$ cat config.mk
export PLATFORM = sky130hd
export DESIGN_NAME = approx_ha_array_pipe
export DESIGN_NICKNAME = d
export VERILOG_FILES = /design/src/rtl/approx_ha_array_pipe.sv
export SDC_FILE = /design/constraint.sdc
export NUM_CORES = 1
export LEC_CHECK = 0
export BUFFER_PORTS_ARGS = -buffer_cell sky130_fd_sc_hd__buf_4
export CORE_MARGIN = 3
export CORE_UTILIZATION = 60
export DETAILED_ROUTE_END_ITERATION = 12
export HOLD_SLACK_MARGIN = 0.15
export PLACE_DENSITY = 0.89
export SKIP_LAST_GASP = 1
export SLEW_MARGIN = 20
export SYNTH_ARGS = -nofsm -noshare
export SYNTH_HDL_FRONTEND = slang
export SYNTH_HIERARCHICAL = 1
export SYNTH_SLANG_ARGS = --single-unit
$ cat constraint.sdc
create_clock -name clk -period 10.25 [get_ports clk]
set_input_delay 1.025 -clock clk [delete_from_list [all_inputs] [get_ports clk]]
set_output_delay 1.025 -clock clk [all_outputs]
set_load 0.005 [all_outputs]
$ cat src/rtl/approx_ha_array_pipe.sv
// Pipelined half-adder-array partial-product stage with runtime per-column approximation.
// Optional residual-error output enabled by defining APPROX_HA_ERR_EN.

module approx_ha_group #(
    parameter int WIDTH = 8,
    parameter int CUTW  = 5,
    parameter int BASE  = 0
) (
    input  logic [1:0]       x2,
    input  logic [WIDTH-1:0] y,
    input  logic [CUTW-1:0]  cut_lo,
    input  logic [CUTW-1:0]  cut_hi,
    output logic [WIDTH-2:0] b,
    output logic [WIDTH:0]   t
`ifdef APPROX_HA_ERR_EN
    ,
    output logic [WIDTH:0]   err
`endif
);
    logic [WIDTH-1:0] w_a;
    logic [WIDTH-1:0] w_r;

    assign w_a = y & {WIDTH{x2[0]}};
    assign w_r = y & {WIDTH{x2[1]}};

    // cut_hi arrives already clamped to >= cut_lo
    always_comb begin
        b = '0;
        t = '0;
`ifdef APPROX_HA_ERR_EN
        err = '0;
`endif
        t[0] = w_a[0];
        for (int k = 1; k < WIDTH; k++) begin
            if (CUTW'(BASE + k) >= cut_hi) begin
                t[k] = w_a[k] ^ w_r[k-1];
                if (k == WIDTH - 1) t[WIDTH] = w_a[k] & w_r[k-1];
                else                b[k-1]   = w_a[k] & w_r[k-1];
            end else if (CUTW'(BASE + k) >= cut_lo) begin
                t[k] = w_a[k] | w_r[k-1];
`ifdef APPROX_HA_ERR_EN
                err = err + ((WIDTH+1)'(w_a[k] & w_r[k-1]) << k);
`endif
            end else begin
`ifdef APPROX_HA_ERR_EN
                err = err + (((WIDTH+1)'(w_a[k]) + (WIDTH+1)'(w_r[k-1])) << k);
`endif
            end
        end
        b[WIDTH-2] = w_r[WIDTH-1];
    end
endmodule

module approx_ha_array_pipe #(
    parameter int WIDTH = 8,
    parameter int CUTW  = $clog2(2*WIDTH) + 1
) (
    input  logic                               clk,
    input  logic                               rst_n,
    input  logic [WIDTH-1:0]                   x,
    input  logic [WIDTH-1:0]                   y,
    input  logic                               in_valid,
    output logic                               in_ready,
    input  logic                               cfg_we,
    input  logic [CUTW-1:0]                    cfg_cut_lo,
    input  logic [CUTW-1:0]                    cfg_cut_hi,
    output logic                               out_valid,
    input  logic                               out_ready,
    output logic [(WIDTH/2)*(WIDTH-1)-1:0]     ha_b,
    output logic [(WIDTH/2)*(WIDTH+1)-1:0]     ha_t
`ifdef APPROX_HA_ERR_EN
    ,
    output logic [2*WIDTH-1:0]                 err
`endif
);
    localparam int G  = WIDTH / 2;
    localparam int BW = G * (WIDTH - 1);
    localparam int TW = G * (WIDTH + 1);

    logic [CUTW-1:0]  r_cut_lo, r_cut_hi;
    logic             r_s1_valid, r_s2_valid;
    logic [WIDTH-1:0] r_x, r_y;
    logic [CUTW-1:0]  r_lo, r_hi;
    logic [BW-1:0]    r_b;
    logic [TW-1:0]    r_t;

    logic             w_s1_adv, w_s2_adv;
    logic [CUTW-1:0]  w_hi;
    logic [BW-1:0]    w_b;
    logic [TW-1:0]    w_t;

    assign w_s2_adv  = !r_s2_valid || out_ready;
    assign w_s1_adv  = !r_s1_valid || w_s2_adv;
    assign in_ready  = w_s1_adv;
    assign out_valid = r_s2_valid;
    assign ha_b      = r_b;
    assign ha_t      = r_t;
    assign w_hi      = (r_hi < r_lo) ? r_lo : r_hi;

`ifdef APPROX_HA_ERR_EN
    logic [G-1:0][WIDTH:0] w_gerr;
    logic [2*WIDTH-1:0]    w_err;
    logic [2*WIDTH-1:0]    r_err;

    assign err = r_err;

    always_comb begin
        w_err = '0;
        for (int g = 0; g < G; g++)
            w_err = w_err + ((2*WIDTH)'(w_gerr[g]) << (2*g));
    end
`endif

    for (genvar g = 0; g < G; g++) begin : g_grp
        approx_ha_group #(.WIDTH(WIDTH), .CUTW(CUTW), .BASE(2*g)) u_grp (
            .x2     (r_x[2*g +: 2]),
            .y      (r_y),
            .cut_lo (r_lo),
            .cut_hi (w_hi),
            .b      (w_b[g*(WIDTH-1) +: WIDTH-1]),
            .t      (w_t[g*(WIDTH+1) +: WIDTH+1])
`ifdef APPROX_HA_ERR_EN
            ,
            .err    (w_gerr[g])
`endif
        );
    end

    // S1 snapshots the cuts as they were before any same-cycle write
    always_ff @(posedge clk or negedge rst_n) begin
        if (!rst_n) begin
            r_cut_lo   <= '0;
            r_cut_hi   <= '0;
            r_s1_valid <= 1'b0;
            r_s2_valid <= 1'b0;
            r_x        <= '0;
            r_y        <= '0;
            r_lo       <= '0;
            r_hi       <= '0;
            r_b        <= '0;
            r_t        <= '0;
`ifdef APPROX_HA_ERR_EN
            r_err      <= '0;
`endif
        end else begin
            if (cfg_we) begin
                r_cut_lo <= cfg_cut_lo;
                r_cut_hi <= cfg_cut_hi;
            end
            if (w_s1_adv) begin
                r_s1_valid <= in_valid;
                if (in_valid) begin
                    r_x  <= x;
                    r_y  <= y;
                    r_lo <= r_cut_lo;
                    r_hi <= r_cut_hi;
                end
            end
            if (w_s2_adv) begin
                r_s2_valid <= r_s1_valid;
                if (r_s1_valid) begin
                    r_b <= w_b;
                    r_t <= w_t;
`ifdef APPROX_HA_ERR_EN
                    r_err <= w_err;
`endif
                end
            end
        end
    end
endmodule

==> results.txt, run 1 <==
Final hold violation count: 0. The areal power density over the cells is 203 nW/um2, and the residual antenna-violating net count after detailed routing is 0. Combined global-route utilization of all metal layers: 0.259.

The logs give 3 for the number of levels in the clock H-tree and 581 for the instance count of the mapped netlist. The run finished with clean final reports. TritonCTS built the clock tree. The kind of end point of the critical path is a flip-flop.

The number of distinct standard cells referenced by the synthesized netlist was 53. Among all stages on the critical path, the largest delay is contributed by sky130_fd_sc_hd__dfrtp_1. The leakage component of the power was 4.11 nW. The ratio of routed vias to standard cells works out to 5.93. The final cycle utilization of the critical path came out at 0.408. The internal power summed over all cells was 0.000986 W.

In this run the standard cell core region covers 10,600 um2. The width of the chip was 111 um. The post-CTS setup repair buffer count came out at 0. The area growth from synthesis to layout is 16.0%. For this design, the sink count on the clock tree is 102.

For the total wire length after detailed routing, the log shows 15.9 mm. The number of max-capacitance violations reported came out at 0. Summing every instance area after synthesis gives 6680 um2. The post-synthesis async set-or-reset flop share works out to 1.00. CTS placed an instance of sky130_fd_sc_hd__clkbuf_8 at the clock tree root. The final route contains 4,895 vias.

The switching power summed over all nets was 0.000589 W. The relative contribution of the clock network to total power was 0.186. The startpoint identified for the worst register-to-register timing path is r_lo[4]. The worst setup path is of the reg -> reg kind. After floorplanning, the core was divided into 37 placement rows. For this run, the top clock speed supported by timing is 239 MHz. Launching element type of the critical path: a flip-flop. The net count of the finished layout is 776. The run gives 0.819 as the placer's final routability congestion estimate. The total count of max-transition violations in the final report was 0; the die height was 111 um. The total CTS buffers came out at 9.

The floorplan step defined a die boundary enclosing 12,400 um2. After global routing the overflow that remains totals 0. The tools report the number of failing setup endpoints in the final timing report as 0. Half-perimeter wire length after placement: 10.7 mm.

Number of flops mapped to enable cells by yosys: 0. The portion of total power attributed to combinational logic came out at 0.441. The synthesized area per cell came out at 11.5 um2.

The signal on the critical path passes through inv_1 -> ha_1 -> a21oi_4 -> mux2i_1 -> o211ai_1 -> or3_1 -> a21oi_2 -> mux2_1 -> mux2_4. Class of the most critical hold timing path: reg -> reg. Of all nets on the critical path, the largest fanout is 30. During I/O placement, the number of pins put on the boundary was 97. The first TritonRoute pass finished after 8 iterations. Among all flip-flop cells after synthesis, the most frequent one is sky130_fd_sc_hd__dfrtp_1. The tools report the effective utilization at floorplan as 0.632. Counting flops and latches in the post-synthesis netlist gives 102. The end-of-flow core utilization was 0.733; the clock latency at the later pin of the worst-skew pair was 0.37 ns.

Entering global routing, the biggest net connects 71 pins. The run gives 0 as the initial antenna violation count. The tools report the total chip power as 0.00157 W. The library cells used most frequently in the layout, excluding fill and tap cells, are 103 x sky130_fd_sc_hd__buf_4, 102 x sky130_fd_sc_hd__dfrtp_1, 70 x sky130_fd_sc_hd__mux2_4. The logs give 248 for the iteration-0 DRC count of the detailed router and 0 for the count of unresolved DRC violations after routing. Setup repair after global routing left no endpoint under its margin. The repair_antennas step left the layout with diodes totalling 0.

For the proportion of synthesized chip area in sequential cells, the log shows 0.382. The net switching fraction of the power was 0.374. The clock arrives with 0.0108 ns of skew. The clock passes through at most 2 buffers.

After clock tree synthesis, the flow added hold-fix buffers numbering 0. The synthesized netlist net count is 672. The commonest non-fill, non-tap cell in the layout was sky130_fd_sc_hd__buf_4. The data arrival time of the worst path was 4.44 ns; the wire length of the first global-routing pass was 26.1 mm. Setup total negative slack on the finished layout was measured at 0 ns. The worst slew margin relative to its limit is 0.232.

In this design, the stage delay of the slowest critical-path cell is 1.12 ns. Summing all non-filler instances in the final layout gives an area of 7740 um2. The startpoint identified for the worst hold timing path is r_cut_hi[3]. The count of buffers from port buffering was 96; the number of gates given a new drive strength after cts was 0. Minimum clock period: 4.18 ns. The fraction of layout cells with a size suffix above 1 works out to 0.342.

Endpoint required time on the critical path: 10.51 ns. Clock-pin slew on the worst setup and hold paths: 0.09 ns. The critical path launch point was r_lo[4].

Sequential power share: 0.373. Once placement finished, the instance area stood at 7510 um2. The via count of the first global-routing pass is 5,095. For the count of synthesis-stage warnings from yosys, the log shows 6.

The slew at the pin closest to its max-slew limit was 1.15 ns. The worst supply voltage drop on vdd was 0.000105 V; the detailed-route wire length per cell was 19.3 um.
## worst max-delay path, delay by kind of cell (launching register included)
family,cells,cell delay (ns)
flops,1,1.12
compound gates,3,0.97
mux,3,0.89
simple gates,1,0.53
fa+ha+maj,1,0.44
buf+inv,1,0.12
## power groups by stage
| stage | registers (W) | logic [W] | clock network (W) |
|---|---|---|---|
| after global placement | 0.000588 | 0.000653 | 0 |
| after CTS | 0.000584 | 0.000692 | 0.000299 |
| after floorplan | 0.000559 | 0.000456 | 0 |
| after global routing | 0.000598 | 0.000759 | 0.000315 |
| final | 0.000588 | 0.000694 | 0.000293 |
| after detailed placement | 0.000591 | 0.000686 | 0 |
## per-layer routing
layer,vias up,global-route usage,part of all wire
met5,-,0,0
met1,2429,0.343,0.42
li1,2228,-,-
met3,32,0.0418,0.079
met2,206,0.427,0.48
met4,0,0.101,0.019
## synthesized netlist by cell type (4+ instances only)
library cell | number | area [um2]
sky130_fd_sc_hd__dfrtp_1 | 102 | 2550
sky130_fd_sc_hd__mux2_4 | 70 | 1050
sky130_fd_sc_hd__and2_1 | 61 | 382
sky130_fd_sc_hd__inv_1 | 61 | 229
sky130_fd_sc_hd__ha_1 | 60 | 751
sky130_fd_sc_hd__nand2_1 | 53 | 199
sky130_fd_sc_hd__mux2_2 | 34 | 383
sky130_fd_sc_hd__mux2_1 | 10 | 113
sky130_fd_sc_hd__nor3_1 | 9 | 45.0
sky130_fd_sc_hd__o21a_1 | 7 | 52.6
sky130_fd_sc_hd__buf_6 | 6 | 67.6
sky130_fd_sc_hd__nor2_1 | 6 | 22.5
sky130_fd_sc_hd__o21ai_0 | 6 | 30.0
sky130_fd_sc_hd__a211oi_1 | 5 | 37.5
sky130_fd_sc_hd__a21boi_0 | 5 | 37.5
sky130_fd_sc_hd__a21o_1 | 5 | 37.5
sky130_fd_sc_hd__a21oi_1 | 5 | 25.0
sky130_fd_sc_hd__mux2i_1 | 5 | 50.1
sky130_fd_sc_hd__o2111ai_1 | 5 | 43.8
sky130_fd_sc_hd__o211ai_1 | 5 | 37.5
sky130_fd_sc_hd__and3_1 | 4 | 25.0
sky130_fd_sc_hd__o21ai_1 | 4 | 20.0
sky130_fd_sc_hd__o41ai_1 | 4 | 35.0
sky130_fd_sc_hd__or3_1 | 4 | 25.0
## logic make-up (layout without fill, tap and decap cells)
family | count (synthesis) | count (layout) | share of synthesized area
AO/OA/AOI/OAI | 74 | 74 | 0.0866
adder cells (fa/ha/maj) | 60 | 60 | 0.112
buffers and inverters | 71 | 180 | 0.0510
flip-flops | 102 | 102 | 0.382
multiplexers | 119 | 119 | 0.239
AND/OR/NAND/NOR | 155 | 155 | 0.128
## final timing paths
| kind | end | cells past startpoint | slack (ns) |
|---|---|---|---|
| min in group asynchronous | ha_t[11] | 1 | 0.58 |
| worst max-delay path | ha_t[29] | 9 | 6.07 |
| worst min register to register | r_hi[3] | 1 | 0.51 |
| max in group asynchronous | r_hi[2] | 2 | 8.45 |
| worst max register to register | ha_t[29] | 9 | 6.07 |
| worst min-delay path | r_hi[3] | 1 | 0.51 |
## sequential cells by signal (all words and copies together), names as in the netlist
register    count
r_hi            5
r_y             8
r_cut_lo        5
r_cut_hi        5
r_lo            5
r_s1_valid      1
r_x             8
ha_t           36
out_valid       1
ha_b           28
## metrics by stage
step,hold WS (ns),setup slack (ns),std cells
after floorplan,0.477,6.54,581
after global placement,0.486,6.34,810
after detailed placement,0.496,6.22,810
after CTS,0.514,6.13,826
after global routing,0.527,5.88,826
final,0.510,6.07,826
## area by class of cell
cell class / instances / area (um2)
Timing Repair Buffer: 103 / 773
Fill cell: 736 / 2810
Tap cell: 136 / 170
Clock inverter: 3 / 65.1
Inverter: 61 / 229
Sequential cell: 102 / 2550
Clock buffer: 13 / 169
Multi-Input combinational cell: 408 / 3780
(Power assumes the default switching activity.)
==> inputs of run 2 (changes only) <==
Settings changed: CORE_UTILIZATION 60 to 58, PLACE_DENSITY 0.89 to 0.87.
Clock period 10.25 ns to 4.04 ns, I/O delays scaled along.
==> results.txt, run 2 (synthesis results as in run 1) <==
Clock sink count: 102 (unchanged). The worst-case reg-to-reg path depth was 9 (unchanged); the count of buffers from port buffering was 96 (unchanged). For the total chip power, the log shows 0.00422 W (+170%). Setup repair after global routing left no endpoint under its margin. The run gives 4.17 nW (+1.5%) as the leakage component of the power. The post-CTS setup repair buffer count was 0 (unchanged); the clock latency at the later pin of the worst-skew pair was 0.35 ns (-0.02 ns). The critical path is of the reg -> reg type. The minimum clock period is 3.18 ns (-1.01 ns).

Clock skew after layout: 0.00942 ns (-0.00133 ns). The tools report the count of hold buffers inserted by post-cts repair as 0 (unchanged). The flow ran to the end, and the final reports show no timing, DRC or antenna violations.

The flip-flop count of the largest register after layout is 36 (unchanged), and the residual antenna-violating net count after detailed routing is 0 (unchanged). The maximum number of pins on one net before global-route repair came out at 66 (-7.0%). The width of the chip is 113 um (+1.6%), and the via count of the first global-routing pass is 5,098 (+0.059%).

The worst setup path is launched from a flip-flop. The tools report the number of cells in the finished layout apart from fillers as 835 (+1.1%). The run gives 0.714 (-0.0195) as the end-of-flow core utilization.

Leaving out fill and tap cells, the most frequent cell in the layout is sky130_fd_sc_hd__buf_4. Detailed-route wire length per cell: 19.6 um (+1.6%). Placed instance count: 819 (+1.1%).

The run gives 38 (+2.7%) as the number of placement rows. The effective utilization at floorplan was 0.605 (-0.0273). The startpoint of the most critical register-to-register path is r_hi[4]. The final cycle utilization of the critical path is 0.786 (+0.378), and the number of max-capacitance violations reported is 0 (unchanged). Iteration-0 DRC count of the detailed router: 242 (-2.4%). The initial antenna violation count came out at 0 (unchanged). The total congestion overflow was 0 (unchanged); the worst supply voltage drop on vdd was 0.000307 V (+190%). The number of failing setup endpoints in the final timing report came out at 0 (unchanged).

Clock tree synthesis selected as its root buffer the cell sky130_fd_sc_hd__clkbuf_16. The post-synthesis to final-layout area growth is 18.0%, and the post-route setup TNS is 0 ns (unchanged). The cell area after placement was 7560 um2 (+0.68%). The tools report the length of the first detailed-routing pass in iterations as 4 (-4). Die height: 113 um (+1.6%). For the placer's final routability congestion estimate, the log shows 0.869 (+6.1%). The total CTS buffers is 9 (unchanged), and the half-perimeter wire length after placement is 10.9 mm (+2.0%). The slew at the pin closest to its max-slew limit is 0.852 ns (-0.300 ns). The top-level I/O count was 97 (unchanged); the combined global-route utilization of all metal layers was 0.262 (+0.00338). The run gives 315 MHz (+32%) as the fmax.

The tools report the die outline area as 12,800 um2 (+3.3%). The worst register-to-register path ends at ha_t[15]. The tools report the count of inserted antenna diode cells as 0 (unchanged). TritonCTS built the clock tree. In the layout the commonest cells are 108 x sky130_fd_sc_hd__buf_4, 102 x sky130_fd_sc_hd__dfrtp_1, 70 x sky130_fd_sc_hd__mux2_4.

The ratio of routed vias to standard cells is 5.93 (about the same), and the total count of max-transition violations in the final report is 0 (unchanged). Worst slew margin relative to its limit: 0.432 (+0.200). The kind of end point of the critical path was a flip-flop. Endpoint required time on the critical path: 4.28 ns (-6.23 ns). Total wire length after detailed routing: 16.3 mm (+2.7%). The maximum root-to-sink buffer count was 2 (unchanged). Critical path endpoint: ha_t[15]. The post-route cell area was 7880 um2 (+1.7%); the number of gates given a new drive strength after cts was 0 (unchanged).

The run gives 4,949 (+1.1%) as the total number of vias. The count of unresolved DRC violations after routing was 0 (unchanged); the number of levels in the clock H-tree was 3 (unchanged). The final hold violation count was 0 (unchanged).

The tools report the data arrival time of the worst path as 3.41 ns (-1.03 ns). In this run the worst hold path is classified as in -> async. The number of nets in the layout is 781 (+0.64%), and the fraction of layout cells with a size suffix above 1 is 0.345 (+0.00329). The setup slack on the worst flop-to-flop path came out at 0.86 ns (-5.20 ns). The areal power density over the cells was 536 nW/um2 (+160%); the maximum fanout along the worst path was 12 (-60%). The tools report the area inside the core boundary as 11,000 um2 (+4.5%). The critical path launch point is r_hi[4]. The wire length of the first global-routing pass was 26.4 mm (+1.3%); the clock-pin slew on the worst setup and hold paths was 0.07 ns (-0.02 ns).
[run 2: cell types whose count changed in the layout (fill, tap and decap cells not counted)]
cell                        delta
sky130_fd_sc_hd__clkinv_2      +1
sky130_fd_sc_hd__clkbuf_1      +1
sky130_fd_sc_hd__buf_4         +5
sky130_fd_sc_hd__nand2_8       +1
sky130_fd_sc_hd__clkbuf_16     +9
sky130_fd_sc_hd__clkbuf_8     -11
sky130_fd_sc_hd__nand2_4       -1
[run 2: area by class of cell]
| type | instances | area [um2] |
|---|---|---|
| Multi-Input combinational cell | 408 | 3790 |
| Clock buffer | 12 | 246 |
| Fill cell | 798 | 3160 |
| Sequential cell | 102 | 2550 |
| Tap cell | 140 | 175 |
| Clock inverter | 4 | 70.1 |
| Timing Repair Buffer | 108 | 811 |
| Inverter | 61 | 229 |
[run 2: worst min path at each step]
stage	from	to	slack [ns]	cells after the start
finish	rst_n	r_cut_hi[2]	0.15	1
global route	rst_n	r_cut_hi[2]	0.20	1
CTS	rst_n	r_cut_hi[2]	0.18	1
detailed placement	r_cut_hi[0]	r_hi[0]	0.50	1
global placement	r_cut_lo[3]	r_lo[3]	0.49	1
floorplan	rst_n	ha_b[0]	0.11	0
[run 2: worst max-delay path, cell delays in order (launching register included)]
cell                       delay, ns
sky130_fd_sc_hd__dfrtp_1        0.41
sky130_fd_sc_hd__ha_1           0.39
sky130_fd_sc_hd__a21oi_4        0.37
sky130_fd_sc_hd__mux2i_1        0.22
sky130_fd_sc_hd__o211ai_1       0.26
sky130_fd_sc_hd__buf_4          0.28
sky130_fd_sc_hd__or3_1          0.36
sky130_fd_sc_hd__a21oi_2        0.17
sky130_fd_sc_hd__mux2_1         0.33
sky130_fd_sc_hd__mux2_4         0.27
[run 2: stage by stage]
step,hold slack [ns],worst slack (ns)
3_3_place_gp,0.491,0.954
6_report,0.149,0.863
5_1_grt,0.199,0.657
4_1_cts,0.182,0.891
3_5_place_dp,0.497,0.896
2_1_floorplan,0.108,0.329
[run 2: metal layers]
layer  GRT usage  vias up  routed length, um  part of all wire
met5           0        -                  0                 0
met4       0.120        0                524             0.032
met3      0.0545       49               1200             0.073
met2       0.420      220               7810              0.48
met1       0.342     2436               6800              0.42
li1            -     2244                  -                 -
[run 2: power breakdown]
part / internal (W) / switching [W] / total, W
clock: 0.000558 / 0.000371 / 0.000929
combinational: 0.000907 / 0.000946 / 0.00185
sequential: 0.00122 / 0.000213 / 0.00144
